<file path="src/rtl/multicycle_ctrl_pkg.sv">
// Shared encodings for the multicycle MIPS controller: states, opcodes, mux codes and the
// control vector produced by the output decoder.
package multicycle_ctrl_pkg;

    typedef enum logic [3:0] {
        StFetch  = 4'd0,
        StDecode = 4'd1,
        StMemAdr = 4'd2,
        StMemRd  = 4'd3,
        StMemWb  = 4'd4,
        StMemWr  = 4'd5,
        StExec   = 4'd6,
        StAluWb  = 4'd7,
        StBranch = 4'd8,
        StAddiEx = 4'd9,
        StAddiWb = 4'd10,
        StJump   = 4'd11
    } state_e;

    localparam logic [5:0] OpRtype = 6'b000000;
    localparam logic [5:0] OpLw    = 6'b100011;
    localparam logic [5:0] OpSw    = 6'b101011;
    localparam logic [5:0] OpBeq   = 6'b000100;
    localparam logic [5:0] OpBne   = 6'b000101;
    localparam logic [5:0] OpAddi  = 6'b001000;
    localparam logic [5:0] OpJ     = 6'b000010;

    localparam logic [1:0] AluOpAdd   = 2'b00;
    localparam logic [1:0] AluOpSub   = 2'b01;
    localparam logic [1:0] AluOpFunct = 2'b10;

    localparam logic [1:0] SrcBRt     = 2'b00;
    localparam logic [1:0] SrcBFour   = 2'b01;
    localparam logic [1:0] SrcBImm    = 2'b10;
    localparam logic [1:0] SrcBImmSh2 = 2'b11;

    localparam logic [1:0] PcSrcAlu    = 2'b00;
    localparam logic [1:0] PcSrcAluOut = 2'b01;
    localparam logic [1:0] PcSrcJump   = 2'b10;

    typedef struct packed {
        logic       iord;
        logic       mem_write;
        logic       ir_write;
        logic       reg_dst;
        logic       mem_to_reg;
        logic       reg_write;
        logic       alu_src_a;
        logic [1:0] alu_src_b;
        logic [1:0] alu_op;
        logic [1:0] pc_src;
        logic       pc_en;
        logic       illegal_op;
    } ctrl_t;

    function automatic logic op_legal(logic [5:0] op, bit en_addi, bit en_jump, bit en_bne);
        case (op)
            OpRtype, OpLw, OpSw, OpBeq: return 1'b1;
            OpAddi:                     return en_addi;
            OpJ:                        return en_jump;
            OpBne:                      return en_bne;
            default:                    return 1'b0;
        endcase
    endfunction

endpackage

</file>
<file path="src/rtl/multicycle_ctrl_if.sv">
// Controller <-> datapath signal bundle. The controller is the master; the datapath (or bench)
// supplies opcode, zero flag and memory-ready as the slave.
interface multicycle_ctrl_if #(
    parameter int unsigned ALUOP_W = 2
) ();
    logic [5:0]         op;
    logic               zero;
    logic               mem_ready;
    logic               iord;
    logic               mem_write;
    logic               ir_write;
    logic               reg_dst;
    logic               mem_to_reg;
    logic               reg_write;
    logic               alu_src_a;
    logic [1:0]         alu_src_b;
    logic [ALUOP_W-1:0] alu_op;
    logic [1:0]         pc_src;
    logic               pc_en;
    logic               illegal_op;
    logic [3:0]         state;

    modport master (
        input  op, zero, mem_ready,
        output iord, mem_write, ir_write, reg_dst, mem_to_reg, reg_write, alu_src_a,
               alu_src_b, alu_op, pc_src, pc_en, illegal_op, state
    );

    modport slave (
        output op, zero, mem_ready,
        input  iord, mem_write, ir_write, reg_dst, mem_to_reg, reg_write, alu_src_a,
               alu_src_b, alu_op, pc_src, pc_en, illegal_op, state
    );
endinterface

</file>
<file path="src/rtl/multicycle_ctrl_outdec.sv">
// Moore output decode: current state (plus zero / mem-ready where they qualify an enable)
// to the datapath control vector. Purely combinational.
module multicycle_ctrl_outdec
    import multicycle_ctrl_pkg::*;
#(
    parameter bit EN_ADDI = 1'b1,
    parameter bit EN_JUMP = 1'b1,
    parameter bit EN_BNE  = 1'b0
) (
    input  state_e     state_i,
    input  logic [5:0] op_i,
    input  logic       zero_i,
    input  logic       mem_ready_i,
    input  logic       bne_i,
    output ctrl_t      ctrl_o
);

    always_comb begin
        ctrl_o = '0;
        case (state_i)
            StFetch: begin
                ctrl_o.alu_src_b = SrcBFour;
                ctrl_o.ir_write  = mem_ready_i;
                ctrl_o.pc_en     = mem_ready_i;
            end
            StDecode: begin
                ctrl_o.alu_src_b  = SrcBImmSh2;
                ctrl_o.illegal_op = !op_legal(op_i, EN_ADDI, EN_JUMP, EN_BNE);
            end
            StMemAdr: begin
                ctrl_o.alu_src_a = 1'b1;
                ctrl_o.alu_src_b = SrcBImm;
            end
            StMemRd: ctrl_o.iord = 1'b1;
            StMemWb: begin
                ctrl_o.mem_to_reg = 1'b1;
                ctrl_o.reg_write  = 1'b1;
            end
            StMemWr: begin
                ctrl_o.iord      = 1'b1;
                ctrl_o.mem_write = 1'b1;
            end
            StExec: begin
                ctrl_o.alu_src_a = 1'b1;
                ctrl_o.alu_op    = AluOpFunct;
            end
            StAluWb: begin
                ctrl_o.reg_dst   = 1'b1;
                ctrl_o.reg_write = 1'b1;
            end
            StBranch: begin
                ctrl_o.alu_src_a = 1'b1;
                ctrl_o.alu_op    = AluOpSub;
                ctrl_o.pc_src    = PcSrcAluOut;
                // bne_i only ever set when BNE is enabled.
                ctrl_o.pc_en     = bne_i ? !zero_i : zero_i;
            end
            StAddiEx: begin
                if (EN_ADDI) begin
                    ctrl_o.alu_src_a = 1'b1;
                    ctrl_o.alu_src_b = SrcBImm;
                end
            end
            StAddiWb: ctrl_o.reg_write = EN_ADDI;
            StJump: begin
                if (EN_JUMP) begin
                    ctrl_o.pc_src = PcSrcJump;
                    ctrl_o.pc_en  = 1'b1;
                end
            end
            default: ctrl_o = '0;
        endcase
    end

endmodule

</file>
<file path="src/rtl/multicycle_ctrl.sv">
// Multicycle MIPS main controller: state register and next-state logic; the Moore output
// decode lives in multicycle_ctrl_outdec.
module multicycle_ctrl
    import multicycle_ctrl_pkg::*;
#(
    parameter int unsigned ALUOP_W = 2,
    parameter bit          EN_ADDI = 1'b1,
    parameter bit          EN_JUMP = 1'b1,
    parameter bit          EN_BNE  = 1'b0
) (
    input  logic                clk,
    input  logic                rst_n,
    multicycle_ctrl_if.master   bus
);

    state_e state_q, state_d;
    logic   bne_q, bne_d;
    ctrl_t  ctrl;

    always_comb begin
        state_d = StFetch;
        // Remember BEQ vs BNE at decode so the branch state never looks at the opcode.
        bne_d   = (state_q == StDecode) ? (EN_BNE && bus.op == OpBne) : bne_q;
        case (state_q)
            StFetch: state_d = bus.mem_ready ? StDecode : StFetch;
            StDecode: begin
                if (op_legal(bus.op, EN_ADDI, EN_JUMP, EN_BNE)) begin
                    case (bus.op)
                        OpLw, OpSw:   state_d = StMemAdr;
                        OpRtype:      state_d = StExec;
                        OpBeq, OpBne: state_d = StBranch;
                        OpAddi:       state_d = StAddiEx;
                        OpJ:          state_d = StJump;
                        default:      state_d = StFetch;
                    endcase
                end
            end
            StMemAdr: begin
                if (bus.op == OpLw) begin
                    state_d = StMemRd;
                end else if (bus.op == OpSw) begin
                    state_d = StMemWr;
                end
            end
            StMemRd:  state_d = bus.mem_ready ? StMemWb : StMemRd;
            StMemWb:  state_d = StFetch;
            StMemWr:  state_d = bus.mem_ready ? StFetch : StMemWr;
            StExec:   state_d = StAluWb;
            StAluWb:  state_d = StFetch;
            StBranch: state_d = StFetch;
            StAddiEx: state_d = EN_ADDI ? StAddiWb : StFetch;
            StAddiWb: state_d = StFetch;
            StJump:   state_d = StFetch;
            default:  state_d = StFetch;
        endcase
    end

    always_ff @(posedge clk or negedge rst_n) begin
        if (!rst_n) begin
            state_q <= StFetch;
            bne_q   <= 1'b0;
        end else begin
            state_q <= state_d;
            bne_q   <= bne_d;
        end
    end

    multicycle_ctrl_outdec #(
        .EN_ADDI (EN_ADDI),
        .EN_JUMP (EN_JUMP),
        .EN_BNE  (EN_BNE)
    ) u_outdec (
        .state_i     (state_q),
        .op_i        (bus.op),
        .zero_i      (bus.zero),
        .mem_ready_i (bus.mem_ready),
        .bne_i       (bne_q),
        .ctrl_o      (ctrl)
    );

    // Reset holds FETCH, whose IRWrite/PcEn follow MemReady; gate every enable explicitly.
    assign bus.ir_write   = ctrl.ir_write & rst_n;
    assign bus.pc_en      = ctrl.pc_en & rst_n;
    assign bus.mem_write  = ctrl.mem_write & rst_n;
    assign bus.reg_write  = ctrl.reg_write & rst_n;
    assign bus.iord       = ctrl.iord;
    assign bus.reg_dst    = ctrl.reg_dst;
    assign bus.mem_to_reg = ctrl.mem_to_reg;
    assign bus.alu_src_a  = ctrl.alu_src_a;
    assign bus.alu_src_b  = ctrl.alu_src_b;
    assign bus.alu_op     = ALUOP_W'(ctrl.alu_op);
    assign bus.pc_src     = ctrl.pc_src;
    assign bus.illegal_op = ctrl.illegal_op;
    assign bus.state      = state_q;

endmodule
</file>
<file path="src/flat_wrapper.sv">
// flat-port wrapper written by rule: the top's interface ports become plain ports
module multicycle_ctrl_flat import multicycle_ctrl_pkg::*;
#(
    parameter int unsigned ALUOP_W = 2,
    parameter bit          EN_ADDI = 1'b1,
    parameter bit          EN_JUMP = 1'b1,
    parameter bit          EN_BNE  = 1'b0
)
  (clk, rst_n, bus_op, bus_zero, bus_mem_ready, bus_iord, bus_mem_write, bus_ir_write, bus_reg_dst, bus_mem_to_reg, bus_reg_write, bus_alu_src_a, bus_alu_src_b, bus_alu_op, bus_pc_src, bus_pc_en, bus_illegal_op, bus_state);
  multicycle_ctrl_if #(.ALUOP_W(ALUOP_W)) bus_i ();
  input  logic clk;
  input  logic rst_n;
  input wire logic [$bits(bus_i.op)-1:0] bus_op;
  input wire logic [$bits(bus_i.zero)-1:0] bus_zero;
  input wire logic [$bits(bus_i.mem_ready)-1:0] bus_mem_ready;
  output wire logic [$bits(bus_i.iord)-1:0] bus_iord;
  output wire logic [$bits(bus_i.mem_write)-1:0] bus_mem_write;
  output wire logic [$bits(bus_i.ir_write)-1:0] bus_ir_write;
  output wire logic [$bits(bus_i.reg_dst)-1:0] bus_reg_dst;
  output wire logic [$bits(bus_i.mem_to_reg)-1:0] bus_mem_to_reg;
  output wire logic [$bits(bus_i.reg_write)-1:0] bus_reg_write;
  output wire logic [$bits(bus_i.alu_src_a)-1:0] bus_alu_src_a;
  output wire logic [$bits(bus_i.alu_src_b)-1:0] bus_alu_src_b;
  output wire logic [$bits(bus_i.alu_op)-1:0] bus_alu_op;
  output wire logic [$bits(bus_i.pc_src)-1:0] bus_pc_src;
  output wire logic [$bits(bus_i.pc_en)-1:0] bus_pc_en;
  output wire logic [$bits(bus_i.illegal_op)-1:0] bus_illegal_op;
  output wire logic [$bits(bus_i.state)-1:0] bus_state;
  assign bus_i.op = bus_op;
  assign bus_i.zero = bus_zero;
  assign bus_i.mem_ready = bus_mem_ready;
  assign bus_iord = bus_i.iord;
  assign bus_mem_write = bus_i.mem_write;
  assign bus_ir_write = bus_i.ir_write;
  assign bus_reg_dst = bus_i.reg_dst;
  assign bus_mem_to_reg = bus_i.mem_to_reg;
  assign bus_reg_write = bus_i.reg_write;
  assign bus_alu_src_a = bus_i.alu_src_a;
  assign bus_alu_src_b = bus_i.alu_src_b;
  assign bus_alu_op = bus_i.alu_op;
  assign bus_pc_src = bus_i.pc_src;
  assign bus_pc_en = bus_i.pc_en;
  assign bus_illegal_op = bus_i.illegal_op;
  assign bus_state = bus_i.state;
  multicycle_ctrl #(.ALUOP_W(ALUOP_W), .EN_ADDI(EN_ADDI), .EN_JUMP(EN_JUMP), .EN_BNE(EN_BNE)) u_core (.clk(clk), .rst_n(rst_n), .bus(bus_i));
endmodule
</file>
<file path="config.mk">
export PLATFORM = sky130hd
export DESIGN_NAME = multicycle_ctrl_flat
export DESIGN_NICKNAME = d
export VERILOG_FILES = /design/src/rtl/multicycle_ctrl_pkg.sv /design/src/rtl/multicycle_ctrl_if.sv /design/src/rtl/multicycle_ctrl_outdec.sv /design/src/rtl/multicycle_ctrl.sv /design/src/flat_wrapper.sv
export SDC_FILE = /design/constraint.sdc
export NUM_CORES = 1
export LEC_CHECK = 0
export ABC_AREA = 1
export CORE_MARGIN = 2
export CORE_UTILIZATION = 47
export CTS_BUF_LIST = sky130_fd_sc_hd__clkbuf_8
export CTS_CLUSTER_DIAMETER = 50
export DETAILED_ROUTE_END_ITERATION = 16
export MAX_ROUTING_LAYER = met4
export PLACE_DENSITY = 0.87
export SYNTH_ARGS = -nofsm -noshare
export SYNTH_HDL_FRONTEND = slang
export SYNTH_HIERARCHICAL = 1
export SYNTH_SLANG_ARGS = --single-unit
</file>
<file path="constraint.sdc">
create_clock -name clk -period 3.2 [get_ports clk]
set_input_delay 0.48 -clock clk [delete_from_list [all_inputs] [get_ports clk]]
set_output_delay 0.48 -clock clk [all_outputs]
set_load 0.05 [all_outputs]
</file>
==> flow_metrics.py, run 1 <==
metrics = {
    "clock_network": {
        "clock_latency_ns": 0.21,
        "cts_buffers": 3,
        "ctsResizeCount": 0,
        "clock_sinks": 4,
        "clkTransAtPathRegs_ns": 0.03,
        "cts_root_buf": "clkbuf_8",
        "cts_hold_buf": 0,
        "cts_tree": "built",
        "htreeDepth": 1,
        "post_cts_buffers": 0,
        "clk_path_buf_depth": 2,
    },
    "placed_design": {
        "pre_cts_ws_ns": 0.520,
        "dpl.hpwl_um": 1450,
        "portBuffers": 28,
        "dp_cells": 176,
        "gp_congestion": 0.855,
    },
    "route": {
        "dr.first_iter.drc_count": 20,
        "wl_per_cell_um": 10.1,
        "viasPerCell": 4.94,
        "postRouteAntennaNets": 0,
        "routed_wl_um": 1810,
        "drc": 0,
        "firstDrtPassIters": 4,
        "via_count": 885,
    },
    "sta": {
        "skew_ns": 0.00200,
        "hold_viol": 0,
        "rsz0062_at_grt": "false",
        "finalSetupViolations": 0,
        "period_share": 0.844,
        "worst_pin_slew_ns": 0.503,
        "fmax_mhz": 370,
        "min_period_ns": 2.70,
        "final.setup.tns_ns": 0,
        "max_slew_margin": 0.664,
        "slew_violations": 0,
        "fin_ws_ns": 0.499,
    },
    "grt": {
        "met1_usage": 0.243,
        "grt-busiest-layer": "met2",
        "grtUsageTotal": 0.229,
        "grt_max_degree": 13,
        "use_met2": 0.400,
        "grtUsageMet3": 0.0647,
        "grt_pass1_wl_um": 3150,
        "antenna_found_initial": 0,
        "globalRouteOverflowTotal": 0,
        "grt_pass1_vias": 799,
    },
    "run_status": {
        "status": "finished, final reports clean",
    },
    "final_layout": {
        "largest_reg_flops": 4,
        "layout_commonest_cell": "nand2_1",
        "layout.cells.non_filler": 179,
        "syn2layout_area_growth_pct": 48.6,
        "fin_nets": 176,
        "utilization": 0.763,
        "mostFrequentLayoutCells": "nand2_1, clkdlybuf4s50_1, inv_1, nor2_1, nand3_1",
        "drive_gt1_frac": 0.134,
        "antenna_cells": 0,
    },
    "power_and_ir_drop": {
        "p_total_uw": 298,
        "power.leakage_uw": 0.000592,
        "ir_drop_uv": 255,
        "power_density_mw_per_mm2": 293,
    },
    "yosys": {
        "syn-num-nets": 144,
        "yosys_warnings": 6,
        "ys_seq_area_frac": 0.146,
        "netlist_area_um2": 684,
        "synthDistinctLibCells": 19,
        "ys_ff_latch": 4,
        "syn_avg_cell_area_um2": 5.11,
        "synthCells": 134,
    },
    "worst_setup_path": {
        "endpoint_kind": "primary output",
        "arrival_ns": 2.22,
        "crit_type": "input pin to primary output",
        "worstPathRequired_ns": 2.72,
        "crit_path_max_fanout": 5,
        "worstSetupStartpointType": "input pin",
    },
    "floorplanning": {
        "core_mm2": 0.00133,
        "die_y_um": 42.2,
        "rows": 13,
        "die_w_um": 42.2,
        "start_util": 0.513,
        "dieArea_mm2": 0.00178,
        "io_pins": 29,
    },
    "job": {
        "drv_cap": 0,
    },
    "hold_path": {
        "hold_path.class": "input pin to async pin",
    },
}
metrics by stage:
stage	cell area [um2]	hold WS, ns
floorplan	684	0.184
global route	1020	0.545
global placement	976	0.741
detailed placement	976	0.743
finish	1020	0.521
CTS	1020	0.523
critical path, cell delays in order:
cell and delay, ns:
clkdlybuf4s50_1 0.56, inv_1 0.06, nor2_1 0.11, nor2_1 0.07, nand3_1 0.07, nand2_1 0.05
inv_1 0.04, clkdlybuf4s50_1 0.78
layer usage:
metal,vias up,part of all wire
li1,462,-
met1,389,0.42
met2,30,0.52
met3,4,0.050
met4,0,0.010
met5,-,0
layout make-up:
type | count | area [um2]
clock buffers | 3 | 41.3
fillers | 117 | 317
inverters | 33 | 124
multi-input cells | 96 | 453
flip-flops and latches | 4 | 100
well taps | 15 | 18.8
repair buffers | 28 | 280
worst paths after layout:
kind                                startpoint             endpoint  slack [ns]  cells after the start
setup / recovery                     bus_op[5]       bus_illegal_op        0.50                      8
hold / removal                           rst_n  u_core/bus.state[2]        0.52                      1
setup reg to reg           u_core/bus.state[0]  u_core/bus.state[1]        1.96                      6
hold reg to reg            u_core/bus.state[2]  u_core/bus.state[0]        0.83                      4
max in group asynchronous                rst_n  u_core/bus.state[1]        2.45                      1
min in group clk           u_core/bus.state[2]  u_core/bus.state[0]        0.83                      4
cell families after synthesis:
| family | after synthesis | synth area share |
|---|---|---|
| AND/OR/NAND/NOR | 89 | 0.600 |
| buffers and inverters | 34 | 0.192 |
| AO/OA/AOI/OAI | 5 | 0.0439 |
| flip-flops | 4 | 0.146 |
| XOR/XNOR | 1 | 0.0128 |
| other | 1 | 0.00548 |
cells in the mapped netlist:
cell / instances / area [um2]
conb_1: 1 / 3.75
inv_1: 28 / 105
inv_2: 5 / 18.8
o21ai_1: 2 / 10.0
dfrtp_1: 4 / 100
o22ai_1: 1 / 6.26
nor2_2: 5 / 31.3
nand2_2: 5 / 31.3
nor2_1: 22 / 82.6
nand4_1: 5 / 31.3
nor3_2: 2 / 20.0
nor2_4: 1 / 11.3
a21oi_2: 1 / 8.76
buf_4: 1 / 7.51
xor2_1: 1 / 8.76
a21oi_1: 1 / 5.00
nand3_1: 14 / 70.1
nand2_1: 34 / 128
nor3_1: 1 / 5.00
where the power goes:
group	internal [uW]	leakage (uW)	switching, uW
clock network	79.9	0.0000216	22.8
logic	46.8	0.000516	85.9
registers	53.5	0.0000542	9.44
No activity file was read; power rests on OpenSTA's default activity.
==> run 2, diff against run 1 <==
- CORE_UTILIZATION: 47 -> 39
- PLACE_DENSITY: 0.87 -> 0.77
- clock period: 3.2 -> 2.35 ns (I/O delays scaled with it)
==> run 2 against run 1 <==
Clock power increased by 41%. Flip-flop and latch count unchanged. Wire length up 10%. Global-route usage is 1.5 points lower. Worst hold slack worse by 0.12 ns. Largest power group unchanged.
==> flow_metrics.py, run 2 (same netlist as run 1, synthesis figures left out) <==
metrics = {
    "run_status": {
        "status": "finished, final reports clean",
    },
    "clock_network": {
        "clk_path_buf_depth": 2,
        "post_cts_buffers": 0,
        "cts_root_buf": "clkbuf_8",
        "htreeDepth": 1,
        "cts_buffers": 3,
        "cts_tree": "built",
        "cts_hold_buf": 0,
        "clock_latency_ns": 0.22,
        "ctsResizeCount": 0,
        "clock_sinks": 4,
        "clkTransAtPathRegs_ns": 0.03,
    },
    "worst_setup_path": {
        "endpoint_kind": "primary output",
        "crit_path_max_fanout": 8,
        "critPathBufInv": 2,
        "crit_type": "flip-flop to primary output",
        "rrSetupSlack_ns": 1.10,
        "worstSetupStartpointType": "flip-flop",
        "slowest_delay_ns": 0.81,
        "worstPathRequired_ns": 2.00,
        "critical_path.top_delay_family": "buffers and inverters",
        "arrival_ns": 1.89,
        "path_cells": "nor2_2 > inv_1 > nor2_1 > clkdlybuf4s50_1",
        "crit_slowest_cell": "clkdlybuf4s50_1",
    },
    "power_and_ir_drop": {
        "power.leakage_uw": 0.000641,
        "p_total_uw": 434,
        "p_seq_frac": 0.182,
        "power_density_mw_per_mm2": 406,
        "p_comb_frac": 0.483,
        "p_clk_frac": 0.335,
        "p_sw_uw": 175,
        "internal_power_uw": 259,
        "ir_drop_uv": 269,
        "switching_share": 0.403,
    },
    "sta": {
        "min_period_ns": 2.24,
        "rsz0062_at_grt": "false",
        "slew_violations": 0,
        "hold_viol": 0,
        "fmax_mhz": 445,
        "fin_ws_ns": 0.105,
        "max_slew_margin": 0.663,
        "worst_pin_slew_ns": 0.504,
        "skew_ns": 0.00304,
        "hold_ws_ns": 0.399,
        "finalSetupViolations": 0,
        "final.setup.tns_ns": 0,
        "period_share": 0.955,
    },
    "floorplanning": {
        "core_mm2": 0.00169,
        "die_w_um": 45.9,
        "rows": 15,
        "die_y_um": 45.9,
        "io_pins": 29,
        "start_util": 0.405,
        "dieArea_mm2": 0.00211,
    },
    "grt": {
        "grt_max_degree": 13,
        "grt_pass1_wl_um": 3250,
        "grtUsageTotal": 0.215,
        "globalRouteOverflowTotal": 0,
        "antenna_found_initial": 0,
        "grt_pass1_vias": 794,
    },
    "job": {
        "drv_cap": 0,
    },
    "route": {
        "viasPerCell": 4.85,
        "postRouteAntennaNets": 0,
        "drc": 0,
        "dr.first_iter.drc_count": 29,
        "firstDrtPassIters": 4,
        "wl_per_cell_um": 11.0,
        "via_count": 883,
        "routed_wl_um": 2000,
    },
    "placed_design": {
        "pre_cts_ws_ns": 0.344,
        "gp_congestion": 0.863,
        "place_area_mm2": 0.00103,
        "portBuffers": 28,
        "dpl.hpwl_um": 1630,
    },
    "final_layout": {
        "largest_reg_flops": 4,
        "mostFrequentLayoutCells": "nand2_1, inv_1, nor2_1, clkdlybuf4s50_1, nand3_1",
        "syn2layout_area_growth_pct": 55.9,
        "drive_gt1_frac": 0.224,
        "layout_commonest_cell": "nand2_1",
        "antenna_cells": 0,
        "final_area_mm2": 0.00107,
        "fin_nets": 177,
    },
    "hold_path": {
        "hold_path.class": "input pin to async pin",
    },
}
==> run 2: changes by cell type in the layout (fill, tap and decap cells not counted) <==
| cell | change |
|---|---|
| buf_12 | +5 |
| nor3_2 | -2 |
| nor3_4 | +2 |
| clkdlybuf4s50_1 | -14 |
| buf_4 | +10 |
==> run 2: per-layer routing <==
metal  vias to the layer above  part of all wire  track usage
li1                        467                 -            -
met1                       390              0.42        0.233
met2                        23              0.53        0.394
met3                         3             0.043       0.0397
met4                         0            0.0080       0.0514
met5                         -                 0            -
==> run 2: cell type report <==
| type | instances | area [um2] |
|---|---|---|
| tap | 17 | 21.3 |
| inverter | 33 | 124 |
| sequential | 4 | 100 |
| clock buffer | 3 | 41.3 |
| multi-input combinational | 96 | 465 |
| timing repair buffer | 29 | 315 |
| fill | 160 | 622 |
==> run 2: path summary, 6_finish.rpt <==
kind | startpoint | end | cells after the start
setup / recovery | u_core/bus.state[2] | bus_alu_src_b[0] | 4
hold / removal | rst_n | u_core/bus.state[2] | 1
setup reg to reg | u_core/bus.state[1] | u_core/bus.state[3] | 5
hold reg to reg | u_core/bus.state[3] | u_core/bus.state[3] | 4
max in group asynchronous | rst_n | u_core/bus.state[1] | 1
min in group clk | u_core/bus.state[3] | u_core/bus.state[3] | 4
==> run 2: power groups by stage <==
stage	combinational [uW]	sequential (uW)	clock (uW)
floorplan	106	98.7	0
global placement	204	79.6	0
detailed placement	209	79.7	0
CTS	210	78.9	145
global route	223	79.7	149
finish	209	78.8	145
==> run 2: metrics by stage <==
stage	utilization	instances
after CTS	0.632	182
after floorplan	-	134
after detailed placement	0.607	179
after global routing	0.632	182
final	0.632	182
after global placement	0.607	179
==> run 3, diff against run 2 <==
- CORE_UTILIZATION: 39 -> 47
- PLACE_DENSITY: 0.77 -> 0.87
- clock period: 2.35 -> 2.76 ns (I/O delays scaled with it)
==> run 3 against run 2 <==
Register-to-register slack better by 0.44 ns. Count of clock-buffer cells in the layout did not move. Global-route usage grew 1.5 points. Core utilization grew 13 points. Clock power shrank 12%. Largest power group unchanged. Cell area decreased by 4.7%. First-iteration DRC count is 76% higher. Sequential share of layout area rose by 0.46 points. Combinational power decreased by 26%. Worst hold slack improved by 0.13 ns. Largest cell class unchanged. Wire length shrank 10%.
==> flow_metrics.py, run 3 (same netlist as run 1, synthesis figures left out) <==
metrics = {
    "run_status": {
        "status": "finished, final reports clean",
    },
    "sta": {
        "min_period_ns": 2.53,
        "fin_ws_ns": 0.232,
        "max_slew_margin": 0.657,
        "finalSetupViolations": 0,
        "final.setup.tns_ns": 0,
        "slew_violations": 0,
        "period_share": 0.916,
        "worst_pin_slew_ns": 0.512,
        "hold_viol": 0,
        "rsz0062_at_grt": "false",
        "skew_ns": 0.00798,
        "fmax_mhz": 396,
    },
    "clock_network": {
        "cts_buffers": 3,
        "clock_sinks": 4,
        "clkTransAtPathRegs_ns": 0.04,
        "clock_latency_ns": 0.23,
        "cts_hold_buf": 0,
        "cts_root_buf": "clkbuf_8",
        "ctsResizeCount": 0,
        "htreeDepth": 1,
        "clk_path_buf_depth": 2,
        "post_cts_buffers": 0,
        "cts_tree": "built",
    },
    "grt": {
        "globalRouteOverflowTotal": 0,
        "grt_max_degree": 13,
        "grtUsageTotal": 0.229,
        "grt_pass1_vias": 788,
        "antenna_found_initial": 0,
        "grt_pass1_wl_um": 3150,
    },
    "route": {
        "viasPerCell": 4.87,
        "routed_wl_um": 1790,
        "drc": 0,
        "postRouteAntennaNets": 0,
        "wl_per_cell_um": 9.96,
        "firstDrtPassIters": 4,
        "via_count": 877,
        "dr.first_iter.drc_count": 51,
    },
    "power_and_ir_drop": {
        "power.leakage_uw": 0.000602,
        "power_density_mw_per_mm2": 348,
        "p_total_uw": 354,
        "ir_drop_uv": 488,
    },
    "final_layout": {
        "mostFrequentLayoutCells": "nand2_1, inv_1, clkdlybuf4s50_1, nor2_1, nand3_1",
        "syn2layout_area_growth_pct": 48.6,
        "layout_commonest_cell": "nand2_1",
        "fin_nets": 177,
        "largest_reg_flops": 4,
        "antenna_cells": 0,
        "drive_gt1_frac": 0.158,
        "utilization": 0.763,
        "final_area_mm2": 0.00102,
    },
    "worst_setup_path": {
        "worstSetupStartpointType": "flip-flop",
        "arrival_ns": 2.11,
        "endpoint_kind": "primary output",
        "crit_path_max_fanout": 12,
        "worstPathRequired_ns": 2.35,
        "crit_type": "flip-flop to primary output",
    },
    "floorplanning": {
        "start_util": 0.513,
        "io_pins": 29,
        "die_y_um": 42.2,
        "rows": 13,
        "die_w_um": 42.2,
        "dieArea_mm2": 0.00178,
        "core_mm2": 0.00133,
    },
    "hold_path": {
        "hold_path.class": "input pin to async pin",
    },
    "job": {
        "drv_cap": 0,
    },
    "placed_design": {
        "gp_congestion": 0.829,
        "pre_cts_ws_ns": 0.384,
        "dpl.hpwl_um": 1450,
        "portBuffers": 28,
        "place_area_um2": 976,
    },
}
[run 3: changes by cell type in the layout (fill, tap and decap cells not counted)]
cell,change
buf_12,-5
buf_4,-6
clkdlybuf4s50_1,+11
nor3_2,+2
nor3_4,-2
[run 3: worst paths after layout]
path	startpoint	to	slack (ns)	cells after the start
worst min-delay path	rst_n	u_core/bus.state[2]	0.53	2
worst max register to register	u_core/bus.state[0]	u_core/bus.state[1]	1.54	6
worst min register to register	u_core/bus.state[3]	u_core/bus.state[3]	0.83	4
worst max-delay path	u_core/bus.state[1]	bus_reg_write	0.23	7
max in group asynchronous	rst_n	u_core/bus.state[3]	2.11	2
min in group clk	u_core/bus.state[3]	u_core/bus.state[3]	0.83	4
[run 3: cell type report]
class | count | area [um2]
Clock buffer | 3 | 41.3
Fill cell | 115 | 317
Inverter | 33 | 124
Multi-Input combinational cell | 96 | 453
Sequential cell | 4 | 100
Tap cell | 15 | 18.8
Timing Repair Buffer | 29 | 280
[run 3: metrics by stage]
| step | std cells | hold WS [ns] |
|---|---|---|
| floorplan | 134 | 0.118 |
| global placement | 177 | 0.754 |
| detailed placement | 177 | 0.756 |
| CTS | 180 | 0.530 |
| global route | 180 | 0.548 |
| finish | 180 | 0.526 |
[run 3: layer usage]
layer,wire [um],vias to the layer above,share of wire,GRT usage
met2,944,31,0.53,0.431
li1,-,466,-,-
met5,0,-,0,-
met4,19,0,0.011,0.0750
met3,93,2,0.052,0.0474
met1,735,378,0.41,0.232
[run 3: power breakdown]
part | internal, uW | switching (uW)
Clock | 93.2 | 33.9
Combinational | 54.0 | 100
Sequential | 62.0 | 10.8
[run 3: worst max-delay path: stages (launching register included)]
cell and delay, ns:
dfrtp_1 0.58, inv_2 0.10, nor2_1 0.17, nand2_1 0.08
nand3_1 0.07, nand2_1 0.05, inv_1 0.05, clkdlybuf4s50_1 0.79
